`src/rtl/cpu4_instr_issuer_pkg.sv`:
```
// Shared definitions for the 4-bit CPU instruction issuer.
// Contents: instruction word width, opcode encodings, instruction field layout,
// issuer FSM state encoding and the illegal-opcode decode helper.
package cpu4_instr_issuer_pkg;

  localparam int INSTR_W = 12;

  // Opcodes understood by the accumulator CPU. 4'h4 is accepted and passed
  // through unchanged. Only 4'hA..4'hE are treated as illegal.
  typedef enum logic [3:0] {
    OP_ADD   = 4'h0,
    OP_SUB   = 4'h1,
    OP_STORE = 4'h2,
    OP_LOAD  = 4'h3,
    OP_AND   = 4'h5,
    OP_OR    = 4'h6,
    OP_XOR   = 4'h7,
    OP_SHL   = 4'h8,
    OP_SHR   = 4'h9,
    OP_NOP   = 4'hF
  } opcode_e;

  // Instruction word layout {opcode[11:8], addr[7:4], data[3:0]}.
  typedef struct packed {
    logic [3:0] opcode;
    logic [3:0] addr;
    logic [3:0] data;
  } instr_t;

  typedef enum logic [2:0] {
    ST_IDLE    = 3'd0,
    ST_ISSUE   = 3'd1,
    ST_HOLD    = 3'd2,
    ST_CAPTURE = 3'd3,
    ST_DRAIN   = 3'd4
  } state_e;

  function automatic logic is_illegal(input logic [3:0] op);
    return (op >= 4'hA) && (op <= 4'hE);
  endfunction

endpackage

```
`src/rtl/cpu4_instr_issuer_if.sv`:
```
// Signal bundle between the host, the issuer and the CPU core.
// Groups: host instruction stream (run, in_valid/in_ready/in_instr), CPU pins
// (cpu_opcode/addr/data/we, cpu_result), result stream (out_valid/out_ready/
// out_result) and status (busy, issued_cnt, illegal_err).
// Modports: master = host/CPU environment side, slave = the issuer.
interface cpu4_instr_issuer_if;
  import cpu4_instr_issuer_pkg::*;

  logic               run;
  logic               in_valid;
  logic               in_ready;
  logic [INSTR_W-1:0] in_instr;
  logic [3:0]         cpu_opcode;
  logic [3:0]         cpu_addr;
  logic [3:0]         cpu_data;
  logic               cpu_we;
  logic [3:0]         cpu_result;
  logic               out_valid;
  logic               out_ready;
  logic [7:0]         out_result;
  logic               busy;
  logic [7:0]         issued_cnt;
  logic               illegal_err;

  modport master (
    output run, in_valid, in_instr, cpu_result, out_ready,
    input  in_ready, cpu_opcode, cpu_addr, cpu_data, cpu_we,
           out_valid, out_result, busy, issued_cnt, illegal_err
  );

  modport slave (
    input  run, in_valid, in_instr, cpu_result, out_ready,
    output in_ready, cpu_opcode, cpu_addr, cpu_data, cpu_we,
           out_valid, out_result, busy, issued_cnt, illegal_err
  );

endinterface

```
`src/rtl/cpu4_instr_issuer_sync_fifo.sv`:
```
// Single-clock FIFO buffering host instruction words.
// Ports: clk, rst (async, active-high), push_i/wdata_i (write, ignored when
// full), pop_i (read, ignored when empty), rdata_o (head word, valid when
// !empty_o), full_o, empty_o.
// Pointers carry one extra wrap bit so full and empty are distinguished by the
// MSB compare alone.
module cpu4_instr_issuer_sync_fifo #(
  parameter int WIDTH = 12,
  parameter int DEPTH = 8
) (
  input  logic             clk,
  input  logic             rst,
  input  logic             push_i,
  input  logic [WIDTH-1:0] wdata_i,
  input  logic             pop_i,
  output logic [WIDTH-1:0] rdata_o,
  output logic             full_o,
  output logic             empty_o
);

  localparam int AW = $clog2(DEPTH);

  logic [WIDTH-1:0] mem_q [DEPTH];
  logic [AW:0]      wr_ptr_q;
  logic [AW:0]      rd_ptr_q;
  logic             do_push;
  logic             do_pop;

  assign empty_o = (wr_ptr_q == rd_ptr_q);
  assign full_o  = (wr_ptr_q[AW] != rd_ptr_q[AW]) &&
                   (wr_ptr_q[AW-1:0] == rd_ptr_q[AW-1:0]);
  assign do_push = push_i && !full_o;
  assign do_pop  = pop_i && !empty_o;
  assign rdata_o = mem_q[rd_ptr_q[AW-1:0]];

  // NOTE: state updates use non-blocking assignments so every flop samples
  // pre-edge values; reset is asynchronous and listed in the sensitivity.
  always_ff @(posedge clk or posedge rst) begin
    if (rst) begin
      wr_ptr_q <= '0;
      rd_ptr_q <= '0;
    end else begin
      if (do_push) wr_ptr_q <= wr_ptr_q + 1'b1;
      if (do_pop)  rd_ptr_q <= rd_ptr_q + 1'b1;
    end
  end

  // NOTE: storage is deliberately not reset; the pointers alone decide which
  // entries are valid, so clearing the array would only cost flops.
  always_ff @(posedge clk) begin
    if (do_push) mem_q[wr_ptr_q[AW-1:0]] <= wdata_i;
  end

endmodule

```
`src/rtl/cpu4_instr_issuer.sv`:
```
// Host-side driver for the 4-bit accumulator CPU.
// Ports: clk, rst (async, active-high), bus (slave modport of
// cpu4_instr_issuer_if, see that file for the signal list).
// Pops one buffered instruction at a time while run=1, drives it on the CPU
// pins for EXEC_LAT cycles, then captures {opcode, accumulator} into the
// result stream and waits for the host to take it. Illegal opcodes
// (4'hA..4'hE) are discarded and flagged in the sticky illegal_err.
module cpu4_instr_issuer
  import cpu4_instr_issuer_pkg::*;
#(
  parameter int         DEPTH    = 8,
  parameter int         EXEC_LAT = 3,
  parameter logic [3:0] NOP_OP   = 4'hF
) (
  input logic                clk,
  input logic                rst,
  cpu4_instr_issuer_if.slave bus
);

  // Hold counter only ever holds EXEC_LAT-1.
  localparam int     CNT_W    = (EXEC_LAT > 1) ? $clog2(EXEC_LAT) : 1;
  localparam instr_t NOP_PINS = '{opcode: NOP_OP, addr: 4'h0, data: 4'h0};

  state_e             state_q;
  logic [CNT_W-1:0]   hold_q;
  instr_t             pins_q;
  logic               we_q;
  logic [3:0]         cur_op_q;
  logic               out_valid_q;
  logic [7:0]         out_result_q;
  logic [7:0]         issued_q;
  logic               illegal_q;

  logic [INSTR_W-1:0] fifo_rdata;
  logic               fifo_full;
  logic               fifo_empty;
  logic               pop;
  instr_t             head;

  assign head = instr_t'(fifo_rdata);
  assign pop  = (state_q == ST_IDLE) && bus.run && !fifo_empty;

  cpu4_instr_issuer_sync_fifo #(
    .WIDTH (INSTR_W),
    .DEPTH (DEPTH)
  ) u_fifo (
    .clk     (clk),
    .rst     (rst),
    .push_i  (bus.in_valid),
    .wdata_i (bus.in_instr),
    .pop_i   (pop),
    .rdata_o (fifo_rdata),
    .full_o  (fifo_full),
    .empty_o (fifo_empty)
  );

  always_ff @(posedge clk or posedge rst) begin
    if (rst) begin
      state_q      <= ST_IDLE;
      hold_q       <= '0;
      pins_q       <= NOP_PINS;
      we_q         <= 1'b0;
      cur_op_q     <= NOP_OP;
      out_valid_q  <= 1'b0;
      out_result_q <= 8'h00;
      issued_q     <= 8'h00;
      illegal_q    <= 1'b0;
    end else begin
      unique case (state_q)
        ST_IDLE: begin
          if (pop) begin
            if (is_illegal(head.opcode)) begin
              // Discarded: no pins, no result, no count.
              illegal_q <= 1'b1;
            end else begin
              // Pins are loaded at the pop edge so they are already visible
              // during ISSUE; ISSUE + HOLD together span EXEC_LAT cycles.
              pins_q   <= head;
              we_q     <= (head.opcode == OP_STORE);
              cur_op_q <= head.opcode;
              state_q  <= ST_ISSUE;
            end
          end
        end
        ST_ISSUE: begin
          hold_q <= CNT_W'(EXEC_LAT - 1);
          if (EXEC_LAT == 1) begin
            pins_q  <= NOP_PINS;
            we_q    <= 1'b0;
            state_q <= ST_CAPTURE;
          end else begin
            state_q <= ST_HOLD;
          end
        end
        ST_HOLD: begin
          hold_q <= hold_q - 1'b1;
          if (hold_q == CNT_W'(1)) begin
            pins_q  <= NOP_PINS;
            we_q    <= 1'b0;
            state_q <= ST_CAPTURE;
          end
        end
        ST_CAPTURE: begin
          // CPU is idle on NOP here, so the accumulator is stable.
          out_result_q <= {cur_op_q, bus.cpu_result};
          out_valid_q  <= 1'b1;
          issued_q     <= issued_q + 8'd1;
          state_q      <= ST_DRAIN;
        end
        ST_DRAIN: begin
          if (bus.out_ready) begin
            out_valid_q <= 1'b0;
            state_q     <= ST_IDLE;
          end
        end
        default: state_q <= ST_IDLE;
      endcase
    end
  end

  assign bus.in_ready    = !fifo_full;
  assign bus.cpu_opcode  = pins_q.opcode;
  assign bus.cpu_addr    = pins_q.addr;
  assign bus.cpu_data    = pins_q.data;
  assign bus.cpu_we      = we_q;
  assign bus.out_valid   = out_valid_q;
  assign bus.out_result  = out_result_q;
  assign bus.busy        = (state_q != ST_IDLE) || !fifo_empty;
  assign bus.issued_cnt  = issued_q;
  assign bus.illegal_err = illegal_q;

endmodule

```
`src/flat_wrapper.sv`:
```
// flat-port wrapper written by rule: the top's interface ports become plain ports
module cpu4_instr_issuer_flat import cpu4_instr_issuer_pkg::*;
#(
  parameter int         DEPTH    = 8,
  parameter int         EXEC_LAT = 3,
  parameter logic [3:0] NOP_OP   = 4'hF
)
  (clk, rst, bus_run, bus_in_valid, bus_in_instr, bus_cpu_result, bus_out_ready, bus_in_ready, bus_cpu_opcode, bus_cpu_addr, bus_cpu_data, bus_cpu_we, bus_out_valid, bus_out_result, bus_busy, bus_issued_cnt, bus_illegal_err);
  cpu4_instr_issuer_if bus_i ();
  input logic clk;
  input logic rst;
  input wire logic [$bits(bus_i.run)-1:0] bus_run;
  input wire logic [$bits(bus_i.in_valid)-1:0] bus_in_valid;
  input wire logic [$bits(bus_i.in_instr)-1:0] bus_in_instr;
  input wire logic [$bits(bus_i.cpu_result)-1:0] bus_cpu_result;
  input wire logic [$bits(bus_i.out_ready)-1:0] bus_out_ready;
  output wire logic [$bits(bus_i.in_ready)-1:0] bus_in_ready;
  output wire logic [$bits(bus_i.cpu_opcode)-1:0] bus_cpu_opcode;
  output wire logic [$bits(bus_i.cpu_addr)-1:0] bus_cpu_addr;
  output wire logic [$bits(bus_i.cpu_data)-1:0] bus_cpu_data;
  output wire logic [$bits(bus_i.cpu_we)-1:0] bus_cpu_we;
  output wire logic [$bits(bus_i.out_valid)-1:0] bus_out_valid;
  output wire logic [$bits(bus_i.out_result)-1:0] bus_out_result;
  output wire logic [$bits(bus_i.busy)-1:0] bus_busy;
  output wire logic [$bits(bus_i.issued_cnt)-1:0] bus_issued_cnt;
  output wire logic [$bits(bus_i.illegal_err)-1:0] bus_illegal_err;
  assign bus_i.run = bus_run;
  assign bus_i.in_valid = bus_in_valid;
  assign bus_i.in_instr = bus_in_instr;
  assign bus_i.cpu_result = bus_cpu_result;
  assign bus_i.out_ready = bus_out_ready;
  assign bus_in_ready = bus_i.in_ready;
  assign bus_cpu_opcode = bus_i.cpu_opcode;
  assign bus_cpu_addr = bus_i.cpu_addr;
  assign bus_cpu_data = bus_i.cpu_data;
  assign bus_cpu_we = bus_i.cpu_we;
  assign bus_out_valid = bus_i.out_valid;
  assign bus_out_result = bus_i.out_result;
  assign bus_busy = bus_i.busy;
  assign bus_issued_cnt = bus_i.issued_cnt;
  assign bus_illegal_err = bus_i.illegal_err;
  cpu4_instr_issuer #(.DEPTH(DEPTH), .EXEC_LAT(EXEC_LAT), .NOP_OP(NOP_OP)) u_core (.clk(clk), .rst(rst), .bus(bus_i));
endmodule
```
`config.mk`:
```
export PLATFORM = sky130hd
export DESIGN_NAME = cpu4_instr_issuer_flat
export DESIGN_NICKNAME = d
export VERILOG_FILES = /design/src/rtl/cpu4_instr_issuer_pkg.sv /design/src/rtl/cpu4_instr_issuer_if.sv /design/src/rtl/cpu4_instr_issuer_sync_fifo.sv /design/src/rtl/cpu4_instr_issuer.sv /design/src/flat_wrapper.sv
export SDC_FILE = /design/constraint.sdc
export NUM_CORES = 1
export LEC_CHECK = 0
export ABC_AREA = 1
export CORE_MARGIN = 2
export CORE_UTILIZATION = 45
export CTS_BUF_LIST = sky130_fd_sc_hd__clkbuf_8 sky130_fd_sc_hd__clkbuf_16
export DETAILED_ROUTE_END_ITERATION = 12
export PLACE_DENSITY = 0.72
export SKIP_CTS_REPAIR_TIMING = 1
export SLEW_MARGIN = 20
export SYNTH_ARGS = -nofsm -noshare
export SYNTH_HDL_FRONTEND = slang
export SYNTH_SLANG_ARGS = --single-unit
export TNS_END_PERCENT = 10
```
`constraint.sdc`:
```
create_clock -name clk -period 2.51 [get_ports clk]
set_input_delay 0.3765 -clock clk [delete_from_list [all_inputs] [get_ports clk]]
set_output_delay 0.3765 -clock clk [all_outputs]
set_load 0.005 [all_outputs]
```
==> key figures, run 1 <==
Status
  – Status: completed

Synthesis
  – Count of cell types in the netlist: 31
  – Synth cell count leaders: nand2_1 (122), edfxtp_1 (96), nor2_1 (81)
  – Synthesized cell area: just over 6000 um2
  – Yosys top cell by area: edfxtp_1
  – Synth Net Count: approximately 580
  – Top_reg_cell synth: edfxtp_1
  – Post-synth EDFFs: 96
  – Top-count cell post-synth: nand2_1
  – Synth Register Bits: around 140
  – Synth area leaders: edfxtp_1 (48%), dfrtp_1 (17%), nand2_1 (7.6%)
  – Area fraction of the dominant cell type after synthesis: a little under half
  – Syn Inst Count: 554
  – Share of flip-flops with an asynchronous set or reset: 33.3%
  – Seq/Total Area, Yosys: between 60 and 70%
  – Synth Warn #: 0
  – Post-Syn Area per Cell: between 10 and 15 um2

CTS
  – CTS Root Cell: clkbuf_16
  – CTS tree: yes
  – Latest clock arrival within the worst-skew pair: between 0.4 and 0.5 ns
  – Largest buffer count on any clock path: 2
  – Number of CTS-inserted buffers: 17
  – CTS sink cnt: 144
  – Clock transition at path regs: roughly 0.06 ns
  – Max H-tree Level: 4

Setup path
  – R2r setup slk: approximately 0.31 ns
  – CP Max Fanout: 12
  – RR Startpoint: u_core.u_fifo.rd_ptr_q[0]$_DFFE_PP0P_
  – CP Data Required Time: around 2.1 ns
  – CP Launch Type: flip-flop
  – R2R cell count: 11
  – Crit path kind: flip-flop to output port
  – Timing endpoint of the critical path: bus_busy
  – Crit path launch: u_core.u_fifo.rd_ptr_q[0]$_DFFE_PP0P_
  – CP arrival: around 2.0 ns
  – Worst reg2reg endpoint: u_core.bus.cpu_we$_DFFE_PP0P_
  – CP Capture Type: output port

GRT
  – Vias in the first global route: slightly above 4000
  – Tot GR Track Use: 19.0%
  – Gr ovfl total: 0
  – Largest net degree at the start of global routing: 34
  – First-pass GRT wire length: 20900 um
  – Initial antenna violation count: 0

STA
  – Final Hold Viols: 0
  – Slew headroom: about 67%
  – Max frequency: 0.427 GHz
  – Worst Skew: between 0.01 and 0.015 ns
  – Slew Limit Fails: 0
  – # setup viols final: 0
  – RSZ-0062 raised after global routing: no
  – Crit share post-route: slightly above 90%
  – Tmin final: around 2.3 ns
  – Setup_tns: 0 ns
  – Actual slew at the worst max-slew pin: ~0.5 ns

Pwr
  – Peak VDD IR: approximately 0.00056 V
  – Leakage: approximately 0.003 uW
  – Pwr per Cell Area: between 1000 and 1500 nW/um2

Flow run
  – Max Cap Viol: 0

Final layout
  – Nets@finish: between 600 and 700
  – Post-Layout Cell Count: 809
  – # fillers: between 1000 and 1500
  – Multi-input gate area: around 1700 um2
  – Layout cells sized above 1: 12.2%
  – N_diodes: 0
  – Area Growth Syn to Fin: 21.9%
  – Register Area: approximately 4100 um2

Place
  – Post-detailed-placement half-perimeter wirelength: roughly 8500 um
  – Post-Place Cells: slightly below 800
  – RePlAce Congestion: 0.864
  – Number of port buffers: 53

Routing
  – DRT Wirelength: approximately 13000 um
  – Wire per inst: around 16 um
  – Routed Antenna Nets: 0
  – Drt pass-1 iters: 5
  – Iter 0 DRT Violations: between 400 and 500
  – Vias: around 4100
  – DRC violations left: 0
  – Via/cell ratio: approximately 5.1

Die
  – Row count: 42
  – Core region area: 13200 um2
  – Die W: 120 um
  – Io pins: 54
  – Die Footprint: roughly 14000 um2
  – Initial core utilization: roughly 46%
  – Die Ht: about 120 um

Worst hold path
  – Worst Hold Class: primary input to async pin
-- worst max-delay path: stages, from the launching register on --
cell and delay [ns]:
dfrtp_1 0.59, xnor2_1 0.17, nand3_1 0.11, nor2_2 0.14
nand3_1 0.08, clkdlybuf4s50_1 0.46
-- layout by cell type, fill, tap and decap left out, types with 16 or more instances in the layout --
| cell | n |
|---|---|
| edfxtp_1 | 96 |
| buf_4 | 18 |
| o22ai_1 | 16 |
| clkbuf_16 | 17 |
| dfrtp_1 | 40 |
| inv_1 | 37 |
| clkdlybuf4s50_1 | 53 |
| nand3_1 | 22 |
| nor2_1 | 81 |
| o21ai_0 | 50 |
| nand2_1 | 122 |
-- area by class of cell --
cell class,count,area share (%)
Multi-Input combinational cell,347,22.5
Tap cell,176,2.99
Timing Repair Buffer,72,9.30
Sequential cell,144,55.5
Clock inverter,15,1.95
Inverter,38,1.97
Clock buffer,17,5.77
-- registers in the layout (all words and copies together), names as in the netlist --
signal                  cells
u_core.u_fifo.mem_q        96
u_core.bus.issued_cnt       8
u_core.bus.out_result       8
u_core.bus.cpu_addr         4
u_core.bus.cpu_data         4
u_core.bus.cpu_opcode       4
u_core.cur_op_q             4
u_core.u_fifo.rd_ptr_q      4
u_core.u_fifo.wr_ptr_q      4
u_core.state_q              3
u_core.hold_q               2
u_core.bus.cpu_we           1
u_core.bus.illegal_err      1
u_core.bus.out_valid        1
-- worst min-delay path by stage --
stage | from | endpoint | slack, ns
after floorplan | u_core.bus.cpu_opcode[0]$_DFFE_PP1P_ | u_core.bus.cpu_opcode[0]$_DFFE_PP1P_ | 0.45
after global placement | u_core.bus.out_result[1]$_DFFE_PP0P_ | u_core.bus.out_result[1]$_DFFE_PP0P_ | 0.45
after detailed placement | u_core.bus.out_result[0]$_DFFE_PP0P_ | u_core.bus.out_result[0]$_DFFE_PP0P_ | 0.46
after CTS | rst | u_core.bus.cpu_data[0]$_DFFE_PP0P_ | 0.28
after global routing | rst | u_core.bus.cpu_data[1]$_DFFE_PP0P_ | 0.31
final | rst | u_core.bus.cpu_addr[3]$_DFFE_PP0P_ | 0.28
-- per-layer routing --
layer	part of all wire [%]	track usage (%)	vias to the layer above
met5	0	0	-
met4	1.5	7.94	0
met3	6.7	4.85	14
met2	48	29.9	133
met1	44	25.3	1975
li1	-	-	2001
-- logic make-up after synthesis --
family / after synthesis / share of synthesized area (%)
AND/OR/NAND/NOR: 257 / 18.1
buffers and inverters: 63 / 4.90
adder cells (fa/ha/maj): 4 / 0.828
AO/OA/AOI/OAI: 72 / 6.44
XOR/XNOR: 14 / 2.03
flip-flops: 144 / 67.7
-- where the power goes --
group / internal (uW) / switching (uW) / total (uW)
logic: 1330 / 2220 / 3550
clock network: 1450 / 949 / 2400
registers: 3190 / 349 / 3540
total: 5980 / 3520 / 9500
-- metrics by stage --
step / setup slack [ns] / power, uW / hold WS, ns / utilization [%] / area [um2]
3_3_place_gp: 0.390 / 7030 / 0.452 / 51.6 / 6800
2_1_floorplan: 0.312 / 5930 / 0.452 / - / 6050
3_5_place_dp: 0.331 / 7120 / 0.459 / 51.6 / 6800
4_1_cts: 0.137 / 9570 / 0.278 / 55.9 / 7370
6_report: 0.167 / 9500 / 0.282 / 55.9 / 7370
5_1_grt: 0.0666 / 10100 / 0.313 / 55.9 / 7370
Power figures use the tool's default switching activity.
==> run 2: changes to the inputs <==
MAX_ROUTING_LAYER = met4   (was unset)
==> run 2 against run 1 <==
Effect of this change:
- register-to-register slack gained 0.10 ns
- sequential cell count is the same
- critical endpoint is now bus_in_ready
- power grew 0.55%
==> key figures, run 2 (synthesized netlist as in run 1, its figures left out) <==
Routing
  – Top Layer Used: met4 (unchanged)
  – Routed Antenna Nets: 0 (unchanged)
  – DRC violations left: 0 (unchanged)
  – Wire per inst: 15.9 um (was 15.8 um)
  – Iter 0 DRT Violations: 442 (was 444)
  – Vias: 4135 (was 4123)
  – DRT Wirelength: 12900 um (was 12800 um)
  – WL met3: 711 um (was 851 um)
  – Via/cell ratio: 5.10 (about the same)
  – Post-Route M1 WL: 5800 um (was 5570 um)
  – Drt pass-1 iters: 5 (unchanged)
  – Metal2 WL: 6060 um (was 6170 um)

Place
  – Number of port buffers: 53 (unchanged)
  – RePlAce Congestion: 0.852 (was 0.864)
  – Placed cell area: 6810 um2 (was 6800 um2)
  – Post-detailed-placement half-perimeter wirelength: 8540 um (was 8460 um)

Setup path
  – Crit-path cells: buf_4 > nand2_1 > nand3_1 > nor2_2 > nand2_1 > clkdlybuf4s50_1 (was xnor2_1 > nand3_1 > nor2_2 > nand3_1 > clkdlybuf4s50_1)
  – CP Launch Type: flip-flop (unchanged)
  – CP Capture Type: output port (unchanged)
  – CP arrival: 1.93 ns (was 1.97 ns)
  – CP Data Required Time: 2.13 ns (about the same)
  – Buf/Inv on CP: 2 (was 1)
  – Slowest library cell on the worst path: clkdlybuf4s50_1 (was dfrtp_1)
  – Crit path kind: flip-flop to output port (unchanged)
  – Crit path top cell by count: nand2_1 (was nand3_1)
  – CP top delay family: buffers and inverters (was flip-flops)
  – CP Max Fanout: 27 (was 12)
  – Max incr delay on CP: 0.50 ns (was 0.59 ns)

Final layout
  – Fin area: 7390 um2 (was 7370 um2)
  – Most frequent cells in the layout: nand2_1 (122), edfxtp_1 (96), nor2_1 (81) (unchanged)
  – Max reg flops: 96 (unchanged)
  – Nets@finish: 646 (was 645)
  – Area Growth Syn to Fin: 22.2% (was 21.9%)
  – Layout cells sized above 1: 12.8% (was 12.2%)
  – Commonest non-fill, non-tap cell in the layout: nand2_1 (unchanged)
  – N_diodes: 0 (unchanged)

Die
  – Die Ht: 120 um (unchanged)
  – Io pins: 54 (unchanged)
  – Die W: 120 um (unchanged)
  – Initial core utilization: 45.8% (unchanged)
  – Die Footprint: 14400 um2 (unchanged)
  – Core region area: 13200 um2 (unchanged)
  – Row count: 42 (unchanged)

STA
  – Actual slew at the worst max-slew pin: 0.495 ns (was 0.489 ns)
  – Crit share post-route: 92.0% (was 93.4%)
  – Final Hold Viols: 0 (unchanged)
  – Slew headroom: 67.0% (was 67.4%)
  – Worst Skew: 0.00613 ns (was 0.0112 ns)
  – Tmin final: 2.31 ns (was 2.34 ns)
  – RSZ-0062 raised after global routing: no (unchanged)
  – # setup viols final: 0 (unchanged)
  – Max frequency: 0.433 GHz (was 0.427 GHz)
  – Setup_tns: 0 ns (unchanged)
  – Slew Limit Fails: 0 (unchanged)

GRT
  – Tot GR Track Use: 20.1% (was 19.0%)
  – Initial antenna violation count: 0 (unchanged)
  – Vias in the first global route: 4125 (was 4098)
  – Largest net degree at the start of global routing: 33 (was 34)
  – Gr ovfl total: 0 (unchanged)
  – First-pass GRT wire length: 21400 um (was 20900 um)

CTS
  – CTS Root Cell: clkbuf_16 (unchanged)
  – Largest buffer count on any clock path: 2 (unchanged)
  – Max H-tree Level: 4 (unchanged)
  – Clock transition at path regs: 0.06 ns (about the same)
  – Number of CTS-inserted buffers: 17 (unchanged)
  – Latest clock arrival within the worst-skew pair: 0.42 ns (about the same)
  – CTS tree: yes (unchanged)
  – CTS sink cnt: 144 (unchanged)

Pwr
  – Leakage: 0.00301 uW (was 0.00300 uW)
  – Peak VDD IR: 0.000779 V (was 0.000558 V)
  – Pwr per Cell Area: 1290 nW/um2 (about the same)

Status
  – Status: completed (unchanged)

Worst hold path
  – Worst Hold Class: primary input to async pin (unchanged)

Flow run
  – Max Cap Viol: 0 (unchanged)
==> run 2: changes by cell type in the layout (fill, tap and decap cells not counted) <==
cell / delta
buf_4: +1
clkinv_1: -1
clkinv_2: +1
clkinv_4: +1
clkinvlp_4: -1
inv_1: -2
inv_6: +2
==> run 2: metal layers <==
layer | vias up | track usage, %
li1 | 2003 | -
met1 | 1968 | 26.3
met2 | 139 | 30.3
met3 | 25 | 4.90
met4 | 0 | 8.09
met5 | - | -
==> run 2: stage by stage <==
step | worst slack, ns | cells | total power, uW | hold WS [ns] | utilization (%)
after floorplan | 0.312 | 554 | 5930 | 0.452 | -
after global placement | 0.445 | 778 | 7030 | 0.452 | 51.6
after detailed placement | 0.436 | 778 | 7130 | 0.462 | 51.6
after CTS | 0.187 | 810 | 9620 | 0.257 | 56.0
after global routing | 0.0544 | 810 | 10300 | 0.307 | 56.0
final | 0.201 | 810 | 9550 | 0.266 | 56.0
==> run 2: worst paths after layout <==
kind / start / end / slack (ns) / depth (start not counted)
setup / recovery: u_core.u_fifo.rd_ptr_q[1]$_DFFE_PP0P_ / bus_in_ready / 0.20 / 6
hold / removal: rst / u_core.bus.cpu_addr[1]$_DFFE_PP0P_ / 0.27 / 2
setup reg to reg: u_core.u_fifo.rd_ptr_q[1]$_DFFE_PP0P_ / u_core.u_fifo.mem_q[4][9]$_DFFE_PP_ / 0.41 / 9
hold reg to reg: u_core.bus.cpu_opcode[0]$_DFFE_PP1P_ / u_core.bus.cpu_opcode[0]$_DFFE_PP1P_ / 0.47 / 2
max in group asynchronous: rst / u_core.cur_op_q[2]$_DFFE_PP1P_ / 1.66 / 3
min in group clk: u_core.bus.cpu_opcode[0]$_DFFE_PP1P_ / u_core.bus.cpu_opcode[0]$_DFFE_PP1P_ / 0.47 / 2
==> run 2: layout make-up <==
| class | count | area [um2] |
|---|---|---|
| Inverter | 38 | 145 |
| Tap cell | 176 | 220 |
| Sequential cell | 144 | 4090 |
| Clock buffer | 17 | 425 |
| Clock inverter | 15 | 156 |
| Timing Repair Buffer | 73 | 693 |
| Fill cell | 1110 | 5800 |
| Multi-Input combinational cell | 347 | 1660 |
==> run 2: power breakdown <==
group,switching (uW),internal (uW)
Combinational,2210,1340
Sequential,345,3190
Clock,989,1470
Total,3550,6000
